File: config.mk
export PLATFORM = sky130hd
export DESIGN_NAME = imem_boot_loader
export DESIGN_NICKNAME = d
export VERILOG_FILES = /design/src/rtl/imem_boot_loader_pkg.sv /design/src/rtl/imem_boot_loader_cksum.sv /design/src/rtl/imem_boot_loader.sv
export SDC_FILE = /design/constraint.sdc
export NUM_CORES = 1
export LEC_CHECK = 0
export BUFFER_PORTS_ARGS = -buffer_cell sky130_fd_sc_hd__buf_2
export CORE_UTILIZATION = 45
export CTS_CLUSTER_SIZE = 30
export DETAILED_ROUTE_END_ITERATION = 6
export GPL_TIMING_DRIVEN = 0
export PLACE_DENSITY = 0.66
export SLEW_MARGIN = 20
export SYNTH_ARGS = -nofsm -noshare
export SYNTH_HDL_FRONTEND = slang
export SYNTH_HIERARCHICAL = 1
export SYNTH_SLANG_ARGS = --single-unit
File: constraint.sdc
create_clock -name clk -period 4.1 [get_ports clk]
set_input_delay 1.025 -clock clk [delete_from_list [all_inputs] [get_ports clk]]
set_output_delay 1.025 -clock clk [all_outputs]
set_load 0.02 [all_outputs]
File: src/rtl/imem_boot_loader_pkg.sv
// rtl/imem_boot_loader_pkg.sv - shared constants and state encoding for the boot loader
package imem_boot_loader_pkg;

    localparam int ADDR_W = 6;
    localparam int DATA_W = 16;
    localparam int WORDS  = 64;
    localparam int CNT_W  = ADDR_W + 1;

    localparam logic [7:0] HDR     = 8'hA5;
    localparam logic [7:0] WORDS_B = 8'(WORDS);

    typedef enum logic [2:0] {
        ST_IDLE,
        ST_COUNT,
        ST_DATA_HI,
        ST_DATA_LO,
        ST_WRITE,
        ST_CHECK,
        ST_RUN,
        ST_ERROR
    } boot_state_e;

endpackage

File: src/rtl/imem_boot_loader_cksum.sv
// rtl/imem_boot_loader_cksum.sv - XOR accumulator over frame data bytes
module imem_boot_loader_cksum (
    input  logic       clk,
    input  logic       rst,
    input  logic       clr,
    input  logic       en,
    input  logic [7:0] data,
    output logic [7:0] sum
);

    logic [7:0] sum_q;
    logic [7:0] sum_d;

    always_comb begin
        sum_d = sum_q;
        if (clr) begin
            sum_d = 8'h00;
        end else if (en) begin
            sum_d = sum_q ^ data;
        end
    end

    always_ff @(posedge clk or posedge rst) begin
        if (rst) begin
            sum_q <= 8'h00;
        end else begin
            sum_q <= sum_d;
        end
    end

    assign sum = sum_q;

endmodule

File: src/rtl/imem_boot_loader.sv
// rtl/imem_boot_loader.sv - loads a framed byte-stream image into instruction memory,
// then releases the core from reset
module imem_boot_loader
    import imem_boot_loader_pkg::*;
(
    input  logic              clk,
    input  logic              rst,
    input  logic              rx_valid,
    input  logic [7:0]        rx_data,
    output logic              rx_ready,
    input  logic              boot_bypass,
    output logic              im_wr_en,
    output logic [ADDR_W-1:0] im_wr_addr,
    output logic [DATA_W-1:0] im_wr_data,
    output logic              cpu_rst,
    output logic              done,
    output logic              err
);

    boot_state_e       state_q, state_d;
    logic [CNT_W-1:0]  n_q, n_d;
    logic [ADDR_W-1:0] addr_q, addr_d;
    logic [DATA_W-1:0] data_q, data_d;
    logic [7:0]        hi_q, hi_d;
    logic              wr_en_q, wr_en_d;
    logic              rx_ready_q, rx_ready_d;
    logic              cpu_rst_q, cpu_rst_d;
    logic              done_q, done_d;
    logic              err_q, err_d;
    logic              ck_clr;
    logic              ck_en;
    logic [7:0]        ck_sum;
    logic              accept;
    logic [CNT_W-1:0]  written;

    assign accept  = rx_valid & rx_ready_q;
    // Count is one bit wider than the address so a full 64-word image terminates on wrap.
    assign written = {1'b0, addr_q} + CNT_W'(1);

    imem_boot_loader_cksum u_cksum (
        .clk  (clk),
        .rst  (rst),
        .clr  (ck_clr),
        .en   (ck_en),
        .data (rx_data),
        .sum  (ck_sum)
    );

    always_comb begin
        state_d = state_q;
        n_d     = n_q;
        addr_d  = addr_q;
        data_d  = data_q;
        hi_d    = hi_q;
        wr_en_d = 1'b0;
        ck_clr  = 1'b0;
        ck_en   = 1'b0;

        case (state_q)
            ST_IDLE: begin
                if (accept && rx_data == HDR) begin
                    state_d = ST_COUNT;
                end else if (boot_bypass) begin
                    state_d = ST_RUN;
                end
            end
            ST_COUNT: begin
                if (accept) begin
                    if (rx_data == 8'h00 || rx_data > WORDS_B) begin
                        state_d = ST_ERROR;
                    end else begin
                        n_d     = rx_data[CNT_W-1:0];
                        addr_d  = '0;
                        ck_clr  = 1'b1;
                        state_d = ST_DATA_HI;
                    end
                end
            end
            ST_DATA_HI: begin
                if (accept) begin
                    hi_d    = rx_data;
                    ck_en   = 1'b1;
                    state_d = ST_DATA_LO;
                end
            end
            ST_DATA_LO: begin
                if (accept) begin
                    data_d  = {hi_q, rx_data};
                    wr_en_d = 1'b1;
                    ck_en   = 1'b1;
                    state_d = ST_WRITE;
                end
            end
            ST_WRITE: begin
                addr_d  = addr_q + ADDR_W'(1);
                state_d = (written == n_q) ? ST_CHECK : ST_DATA_HI;
            end
            ST_CHECK: begin
                if (accept) begin
                    state_d = (rx_data == ck_sum) ? ST_RUN : ST_ERROR;
                end
            end
            ST_RUN, ST_ERROR: begin
                if (accept && rx_data == HDR) begin
                    state_d = ST_COUNT;
                end
            end
            default: state_d = ST_IDLE;
        endcase

        // Status outputs are registered from the next state so they settle one cycle after the deciding byte.
        rx_ready_d = (state_d != ST_WRITE);
        cpu_rst_d  = (state_d != ST_RUN);
        done_d     = (state_d == ST_RUN);
        err_d      = (state_d == ST_ERROR);
    end

    always_ff @(posedge clk or posedge rst) begin
        if (rst) begin
            state_q    <= ST_IDLE;
            n_q        <= '0;
            addr_q     <= '0;
            data_q     <= '0;
            hi_q       <= 8'h00;
            wr_en_q    <= 1'b0;
            rx_ready_q <= 1'b1;
            cpu_rst_q  <= 1'b1;
            done_q     <= 1'b0;
            err_q      <= 1'b0;
        end else begin
            state_q    <= state_d;
            n_q        <= n_d;
            addr_q     <= addr_d;
            data_q     <= data_d;
            hi_q       <= hi_d;
            wr_en_q    <= wr_en_d;
            rx_ready_q <= rx_ready_d;
            cpu_rst_q  <= cpu_rst_d;
            done_q     <= done_d;
            err_q      <= err_d;
        end
    end

    assign rx_ready   = rx_ready_q;
    assign im_wr_en   = wr_en_q;
    assign im_wr_addr = addr_q;
    assign im_wr_data = data_q;
    assign cpu_rst    = cpu_rst_q;
    assign done       = done_q;
    assign err        = err_q;

endmodule

==> results of run 1 <==
[area by class of cell]
| type | instances | area share |
|---|---|---|
| Sequential cell | 53 | 0.441 |
| Multi-Input combinational cell | 156 | 0.400 |
| Timing Repair Buffer | 39 | 0.0698 |
| Tap cell | 72 | 0.0299 |
| Clock buffer | 6 | 0.0274 |
| Buffer | 12 | 0.0208 |
| Inverter | 5 | 0.00623 |
| Clock inverter | 2 | 0.00540 |
[stage by stage]
| stage | instance area, sq um | power, mW | hold slack [ps] | setup WS (ps) |
|---|---|---|---|---|
| after floorplan | 2610 | 1.59 | 477 | 1410 |
| after global placement | 2890 | 1.82 | 485 | 1100 |
| after detailed placement | 2910 | 1.85 | 488 | 1070 |
| after CTS | 3010 | 2.17 | 513 | 1390 |
| after global routing | 3010 | 2.30 | 527 | 1240 |
| final | 3010 | 2.15 | 510 | 1350 |
[kinds of logic after synthesis]
kind of cell,count (synthesis),share of synthesized area
XOR/XNOR,18,0.0603
flip-flops,53,0.508
AO/OA/AOI/OAI,45,0.130
AND/OR/NAND/NOR,61,0.132
adder cells (fa/ha/maj),1,0.00479
multiplexers,31,0.134
buffers and inverters,17,0.0311
[sequential cells by signal (all words and copies together) (netlist names)]
signal,flops
u_cksum/sum,8
hi_q,8
rx_ready,1
err,1
state_q,3
im_wr_addr,6
n_q,7
cpu_rst,1
im_wr_en,1
done,1
im_wr_data,16
[synthesized netlist by cell type, types with 2 or more instances]
master and number:
sky130_fd_sc_hd__a21bo_1 2, sky130_fd_sc_hd__a21bo_2 6, sky130_fd_sc_hd__a21oi_1 9, sky130_fd_sc_hd__a31oi_1 2, sky130_fd_sc_hd__and3_1 2, sky130_fd_sc_hd__buf_6 2, sky130_fd_sc_hd__clkbuf_1 7, sky130_fd_sc_hd__dfrtp_1 51
sky130_fd_sc_hd__dfstp_2 2, sky130_fd_sc_hd__inv_1 5, sky130_fd_sc_hd__mux2_2 31, sky130_fd_sc_hd__nand2_1 15, sky130_fd_sc_hd__nand2b_1 3, sky130_fd_sc_hd__nand3_1 4, sky130_fd_sc_hd__nand3b_1 9, sky130_fd_sc_hd__nand4_1 3
sky130_fd_sc_hd__nor2_1 10, sky130_fd_sc_hd__nor3_1 5, sky130_fd_sc_hd__o21ai_0 10, sky130_fd_sc_hd__o31ai_1 2, sky130_fd_sc_hd__or3_1 2, sky130_fd_sc_hd__xnor2_1 13, sky130_fd_sc_hd__xor2_1 5
[power groups by stage]
stage | sequential, mW | combinational [mW] | clock [mW]
6_report | 0.882 | 0.949 | 0.316
5_1_grt | 0.914 | 1.04 | 0.345
4_1_cts | 0.884 | 0.958 | 0.325
3_5_place_dp | 0.893 | 0.957 | 0
3_3_place_gp | 0.884 | 0.935 | 0
2_1_floorplan | 1.02 | 0.571 | 0
[worst max-delay path, delay by kind of cell]
family	cells	cell delay, ps
AOI/OAI and AO/OA	4	710
buffers and inverters	1	150
and+or+nand+nor	2	1030
[metal layers]
layer  part of all wire  vias to the layer above  track usage  routed length, um
met1               0.47                      931        0.251               2470
met3              0.043                        7       0.0535                224
li1                   -                      893            -                  -
met2               0.48                       49        0.309               2520
met4             0.0091                        0       0.0389                 48
met5                  0                        -            0                  0
[worst paths after layout]
| check | endpoint | slack (ps) | depth (start not counted) |
|---|---|---|---|
| worst min-delay path | im_wr_data[9] | 510 | 1 |
| worst min register to register | im_wr_data[9] | 510 | 1 |
| worst max-delay path | err | 1350 | 7 |
| min in group asynchronous | im_wr_data[6] | 660 | 2 |
| max in group asynchronous | rx_ready | 2910 | 3 |
| worst max register to register | im_wr_data[13] | 1730 | 5 |
==> out/summary.log, run 1 <==
[outcome] result of the run finished clean
[synthesis] biggest area consumer among synthesized cells sky130_fd_sc_hd__dfrtp_1
[global_routing] maximum number of pins on one net before global-route repair 36
[clocking] source-to-sink clock delay at the later pin of the worst-skew pair 310 ps
[synthesis] Synth Instances 226
[clocking] CTS Buffer Depth 2
[synthesis] synthesized area per cell 11.6 sq um
[placement] total half-perimeter wirelength after legalization and detailed placement 3830 um
[finish] area taken by multi-input logic gates 1200 sq um
[detailed_routing] post-detailed-route count of antenna-violating nets 0
[synthesis] share of synthesized area occupied by flip-flops and latches 0.508
[synthesis] number of nets produced by synthesis 239
[pwr] combinational cell fraction of total power 0.442
[detailed_routing] wire length per cell after detailed routing 15.3 um
[global_routing] number of global-route vias before repair 1,824
[detailed_routing] Starting DRT DRC Count 81
[global_routing] global route total overflow 0
[synthesis] top cells by area in the synthesized netlist sky130_fd_sc_hd__dfrtp_1 (49%), sky130_fd_sc_hd__mux2_2 (13%), sky130_fd_sc_hd__xnor2_1 (4.4%)
[clocking] cell at the root of the clock tree sky130_fd_sc_hd__clkbuf_8
[floorplan] vertical die dimension 78.2 um
[floorplan] width of the chip 78.2 um
[finish] diodes inserted 0
[synthesis] share of the synthesized area in the top cell type 0.488
[setup_path] launch point of the critical path rx_data[3]
[placement] gpl congestion 0.789
[timing] final setup violation count 0
[timing] max-slew violations 0
[floorplan] IO Pins 39
[floorplan] Initial Utilization 0.472
[floorplan] core footprint 5540 sq um
[finish] post-layout util 0.544
[setup_path] CP Max Fanout 7
[hold_path] Hold Crit Start im_wr_data[9]
[placement] number of port buffers 38
[finish] most common library cell in the layout ignoring fill and taps sky130_fd_sc_hd__dfrtp_1
[detailed_routing] via-per-instance ratio 5.45
[pwr] pwr dens 713 nW/um^2
[finish] nets 285
[job] maximum capacitance violations 0
[pwr] Psw 824 uW
[synthesis] number of synthesized flops with an enable pin 0
[synthesis] share of synthesized registers carrying an async set or reset 1.00
[timing] Total Neg Setup Slack 0 ps
[timing] achievable frequency 0.364 GHz
[timing] final worst clock skew 9.31 ps
[clocking] total number of clock tree sinks 53
[pwr] IR drop worst, VDD 397 uV
[finish] layout cells sized above 1 0.352
[setup_path] beginning of the worst register-to-register path state_q[2]
[setup_path] worst path arrival time 2930 ps
[detailed_routing] via count 1,880
[finish] fill cell instance count of the final layout 491
[pwr] switching part of the total power 0.384
[finish] most used cells in the layout excluding fill and tap cells sky130_fd_sc_hd__dfrtp_1 (51), sky130_fd_sc_hd__buf_2 (39), sky130_fd_sc_hd__mux2_2 (31), sky130_fd_sc_hd__nand2_1 (15), sky130_fd_sc_hd__xnor2_1 (13)
[timing] max_slew headroom 0.549
[setup_path] Setup Crit Path Kind input port to register
[clocking] number of hold-repair buffers added at the cts stage 0
[pwr] Static Leak 1.36 nW
[pwr] register share of total power 0.411
[timing] time the final worst path needs with I/O delays and setup 2750 ps
[setup_path] worst stage delay on the critical path 590 ps
[synthesis] Yosys warning total 6
[global_routing] first-pass GRT wire length 9000 um
[synthesis] ys flop type sky130_fd_sc_hd__dfrtp_1
[global_routing] number of antenna violations at the first check in global routing 0
[synthesis] number of different library cells in the post-synthesis netlist 49
[timing] Worst-Margin Slew 671 ps
[detailed_routing] DRT Pass-1 Iters 4
[timing] RSZ-0062 raised after global routing no
[setup_path] element type at the critical path start input port
[clocking] clk slew on worst S/H paths 100 ps
[setup_path] capturing element type of the critical path register
[clocking] htree depth 2
[global_routing] All-Layer GR Usage 0.189
[setup_path] standard cell with the maximum stage delay on the critical path sky130_fd_sc_hd__nor4_1
[finish] synthesis-to-layout area growth 15.3%
[placement] total placed cells including tap cells 337
[synthesis] Syn Std Cell Area 2610 sq um
[detailed_routing] number of DRC violations after detailed routing 0
[finish] Sequential cell area 1330 sq um
[clocking] clock tree from TritonCTS done
[setup_path] required time of the critical path 4280 ps
[setup_path] list of cells traversed by the critical path buf_2 -> or3_1 -> nor4_1 -> a211oi_1 -> a211o_1 -> o311ai_0 -> a21boi_1
[finish] number of standard cells in the final layout excluding fillers 345
[hold_path] kind of path behind the tightest hold check register to register
[timing] share of the cycle needed by the critical path after routing 0.671
[clocking] TritonCTS Buffers 5
[timing] final hold viol count 0
[synthesis] number of storage elements in the synthesis netlist 53
[pwr] part of the power in the clock network 0.147
[detailed_routing] Detailed Route WL 5270 um
[floorplan] row count 27
[clocking] post-cts sizing count 0
[pwr] Power Internal 1.32 mW
[floorplan] floorplan die area 6120 sq um
[clocking] total setup buffers inserted after CTS 0
(Power assumes the default switching activity.)
==> run 2: changes to the inputs <==
--- a/config.mk
+++ b/config.mk
@@ -5,12 +5,13 @@
 export SDC_FILE = /design/constraint.sdc
 export NUM_CORES = 1
 export LEC_CHECK = 0
+export ABC_AREA = 1
 export BUFFER_PORTS_ARGS = -buffer_cell sky130_fd_sc_hd__buf_2
 export CORE_UTILIZATION = 45
 export CTS_CLUSTER_SIZE = 30
 export DETAILED_ROUTE_END_ITERATION = 6
 export GPL_TIMING_DRIVEN = 0
-export PLACE_DENSITY = 0.66
+export PLACE_DENSITY = 0.69
 export SLEW_MARGIN = 20
 export SYNTH_ARGS = -nofsm -noshare
 export SYNTH_HDL_FRONTEND = slang
==> constraint.sdc (replaced) <==
create_clock -name clk -period 2.51 [get_ports clk]
set_input_delay 0.6275 -clock clk [delete_from_list [all_inputs] [get_ports clk]]
set_output_delay 0.6275 -clock clk [all_outputs]
set_load 0.02 [all_outputs]
==> run 2 against run 1 <==
  * Clock skew fell by 2.6 ps
  * Synthesized area rose by 2.0%
  * Setup slack got worse by 680 ps
  * Design area rose by 1.4%
==> out/summary.log, run 2 <==
[placement] number of port buffers 38
[placement] cell area reported after detailed placement 2970 sq um
[detailed_routing] Starting DRT DRC Count 145
[detailed_routing] via count 2,246
[timing] achievable frequency 0.542 GHz
[clocking] CTS Buffer Depth 2
[floorplan] width of the chip 79.0 um
[synthesis] number of different library cells in the post-synthesis netlist 33
[synthesis] top cells by area in the synthesized netlist sky130_fd_sc_hd__dfrtp_1 (48%), sky130_fd_sc_hd__nand2_1 (15%), sky130_fd_sc_hd__o21ai_0 (5.3%)
[setup_path] CP Max Fanout 7
[pwr] total power of the final layout 3.61 mW
[synthesis] list of most frequent post-synthesis cells sky130_fd_sc_hd__nand2_1 (104), sky130_fd_sc_hd__dfrtp_1 (51), sky130_fd_sc_hd__inv_1 (34)
[floorplan] core footprint 5610 sq um
[timing] Total Neg Setup Slack 0 ps
[pwr] pwr dens 1180 nW/um^2
[timing] time the final worst path needs with I/O delays and setup 1840 ps
[finish] diodes inserted 0
[floorplan] floorplan die area 6230 sq um
[pwr] combinational cell fraction of total power 0.447
[floorplan] Initial Utilization 0.475
[finish] fill cell instance count of the final layout 558
[timing] max_slew headroom 0.691
[setup_path] element type at the critical path start register
[floorplan] row count 27
[synthesis] number of synthesized flops with an enable pin 0
[synthesis] Syn Std Cell Area 2670 sq um
[pwr] Power Internal 2.01 mW
[clocking] number of hold-repair buffers added at the cts stage 0
[finish] most used cells in the layout excluding fill and tap cells sky130_fd_sc_hd__nand2_1 (104), sky130_fd_sc_hd__dfrtp_1 (51), sky130_fd_sc_hd__buf_2 (39), sky130_fd_sc_hd__inv_1 (33), sky130_fd_sc_hd__o21ai_0 (28)
[pwr] switching part of the total power 0.443
[synthesis] biggest area consumer among synthesized cells sky130_fd_sc_hd__dfrtp_1
[timing] final setup violation count 0
[detailed_routing] number of DRC violations after detailed routing 0
[timing] RSZ-0062 raised after global routing no
[synthesis] ys flop type sky130_fd_sc_hd__dfrtp_1
[floorplan] IO Pins 39
[detailed_routing] via-per-instance ratio 4.96
[finish] final design instance area without fill 3060 sq um
[clocking] source-to-sink clock delay at the later pin of the worst-skew pair 310 ps
[pwr] Psw 1.60 mW
[synthesis] share of synthesized area occupied by flip-flops and latches 0.499
[finish] max reg flops 16
[timing] final hold viol count 0
[detailed_routing] wire length per cell after detailed routing 12.5 um
[setup_path] required time of the critical path 2720 ps
[pwr] Static Leak 1.60 nW
[synthesis] number of nets produced by synthesis 347
[finish] synthesis-to-layout area growth 14.6%
[synthesis] share of the synthesized area in the top cell type 0.479
[synthesis] number of storage elements in the synthesis netlist 53
[finish] nets 393
[placement] total half-perimeter wirelength after legalization and detailed placement 4260 um
[clocking] post-cts sizing count 0
[global_routing] global route total overflow 0
[timing] max-slew violations 0
[synthesis] synthesized area per cell 7.98 sq um
[pwr] IR drop worst, VDD 755 uV
[synthesis] Yosys warning total 6
[clocking] clock tree from TritonCTS done
[synthesis] Synth Instances 334
[global_routing] first-pass GRT wire length 9700 um
[detailed_routing] post-detailed-route count of antenna-violating nets 0
[setup_path] capturing element type of the critical path register
[pwr] register share of total power 0.417
[floorplan] vertical die dimension 79.0 um
[global_routing] number of global-route vias before repair 2,083
[finish] most common library cell in the layout ignoring fill and taps sky130_fd_sc_hd__nand2_1
[pwr] part of the power in the clock network 0.136
[timing] share of the cycle needed by the critical path after routing 0.735
[placement] gpl congestion 0.885
[outcome] result of the run finished clean
[finish] layout cells sized above 1 0.213
[clocking] cell at the root of the clock tree sky130_fd_sc_hd__clkbuf_8
[hold_path] kind of path behind the tightest hold check input port to asynchronous set/reset pin
[setup_path] Setup Crit Path Kind register to register
[job] maximum capacitance violations 0
[global_routing] number of antenna violations at the first check in global routing 0
[setup_path] worst path arrival time 2050 ps
[synthesis] share of synthesized registers carrying an async set or reset 1.00
[detailed_routing] DRT Pass-1 Iters 5
[detailed_routing] Detailed Route WL 5670 um
[clocking] clk slew on worst S/H paths 100 ps
[global_routing] maximum number of pins on one net before global-route repair 27
[timing] final worst clock skew 6.67 ps
[global_routing] All-Layer GR Usage 0.203
[clocking] htree depth 2
[clocking] total setup buffers inserted after CTS 0
[clocking] TritonCTS Buffers 5
[clocking] total number of clock tree sinks 53
[synthesis] most common cell in the netlist sky130_fd_sc_hd__nand2_1
[timing] Worst-Margin Slew 463 ps
## run 2: cell count changes after synthesis, moves of 4 or more
cell,change
sky130_fd_sc_hd__a21bo_2,-6
sky130_fd_sc_hd__clkbuf_1,-5
sky130_fd_sc_hd__inv_1,+29
sky130_fd_sc_hd__mux2_2,-31
sky130_fd_sc_hd__nand2_1,+89
sky130_fd_sc_hd__nand2_2,+8
sky130_fd_sc_hd__nand3_1,+22
sky130_fd_sc_hd__nand3_2,+4
sky130_fd_sc_hd__nand3b_1,-9
sky130_fd_sc_hd__nor2_1,+16
sky130_fd_sc_hd__nor3_1,-4
sky130_fd_sc_hd__o21ai_0,+18
sky130_fd_sc_hd__xnor2_1,-9
sky130_fd_sc_hd__xor2_1,-5
## run 2: metal layers
metal,global-route usage,part of all wire,up-vias
li1,-,-,1156
met1,0.277,0.49,1033
met2,0.318,0.47,51
met3,0.0368,0.035,6
met4,0.0873,0.013,0
met5,0,0,-
## run 2: cell families after synthesis
group | after synthesis | share of synthesized area
DFF | 53 | 0.499
adders and majority gates | 1 | 0.00469
and+or+nand+nor | 186 | 0.320
AOI/OAI and AO/OA | 44 | 0.0869
buffers and inverters | 46 | 0.0770
xor gates and xnor gates | 4 | 0.0131
## run 2: cell type report
class | instances | area (sq um) | area share
flip-flops and latches | 53 | 1330 | 0.435
multi-input cells | 235 | 1130 | 0.370
inverters | 39 | 151 | 0.0495
well taps | 72 | 90.1 | 0.0295
clock buffers | 5 | 68.8 | 0.0225
repair buffers | 39 | 210 | 0.0688
plain buffers | 7 | 53.8 | 0.0176
clock inverters | 3 | 21.3 | 0.00696
## run 2: power by group through the flow
stage | combinational (mW) | sequential (mW) | clock, mW
final | 1.61 | 1.50 | 0.491
after global placement | 1.58 | 1.51 | 0
after CTS | 1.63 | 1.51 | 0.509
after floorplan | 1.01 | 1.69 | 0
after global routing | 1.85 | 1.55 | 0.535
after detailed placement | 1.62 | 1.52 | 0
## run 2: worst max-delay path: stages (launching register included)
cell,delay (ps)
sky130_fd_sc_hd__dfstp_2,550
sky130_fd_sc_hd__nand2_2,120
sky130_fd_sc_hd__nor3_1,200
sky130_fd_sc_hd__nand3_1,210
sky130_fd_sc_hd__a211oi_1,280
sky130_fd_sc_hd__nand4_1,220
sky130_fd_sc_hd__nand2_2,130
sky130_fd_sc_hd__nor2_1,40
## run 2: worst paths after layout
| kind | from | to | slack (ps) | cells past startpoint |
|---|---|---|---|---|
| min in group clk | hi_q[0] | im_wr_data[8] | 480 | 2 |
| max in group asynchronous | rst | rx_ready | 1630 | 3 |
| worst max-delay path | rx_ready | done | 670 | 7 |
| worst max register to register | rx_ready | done | 670 | 7 |
| worst min-delay path | rst | u_cksum/sum[1] | 260 | 2 |
| worst min register to register | hi_q[0] | im_wr_data[8] | 480 | 2 |
## run 2: per-stage QoR
step                      cells  hold slack (ps)  worst slack (ps)   util
after floorplan             334              442               763      -
after global placement      444              457               193  0.525
after detailed placement    445              461               448  0.529
after CTS                   453              256               662  0.545
after global routing        453              274               455  0.545
final                       453              260               666  0.545
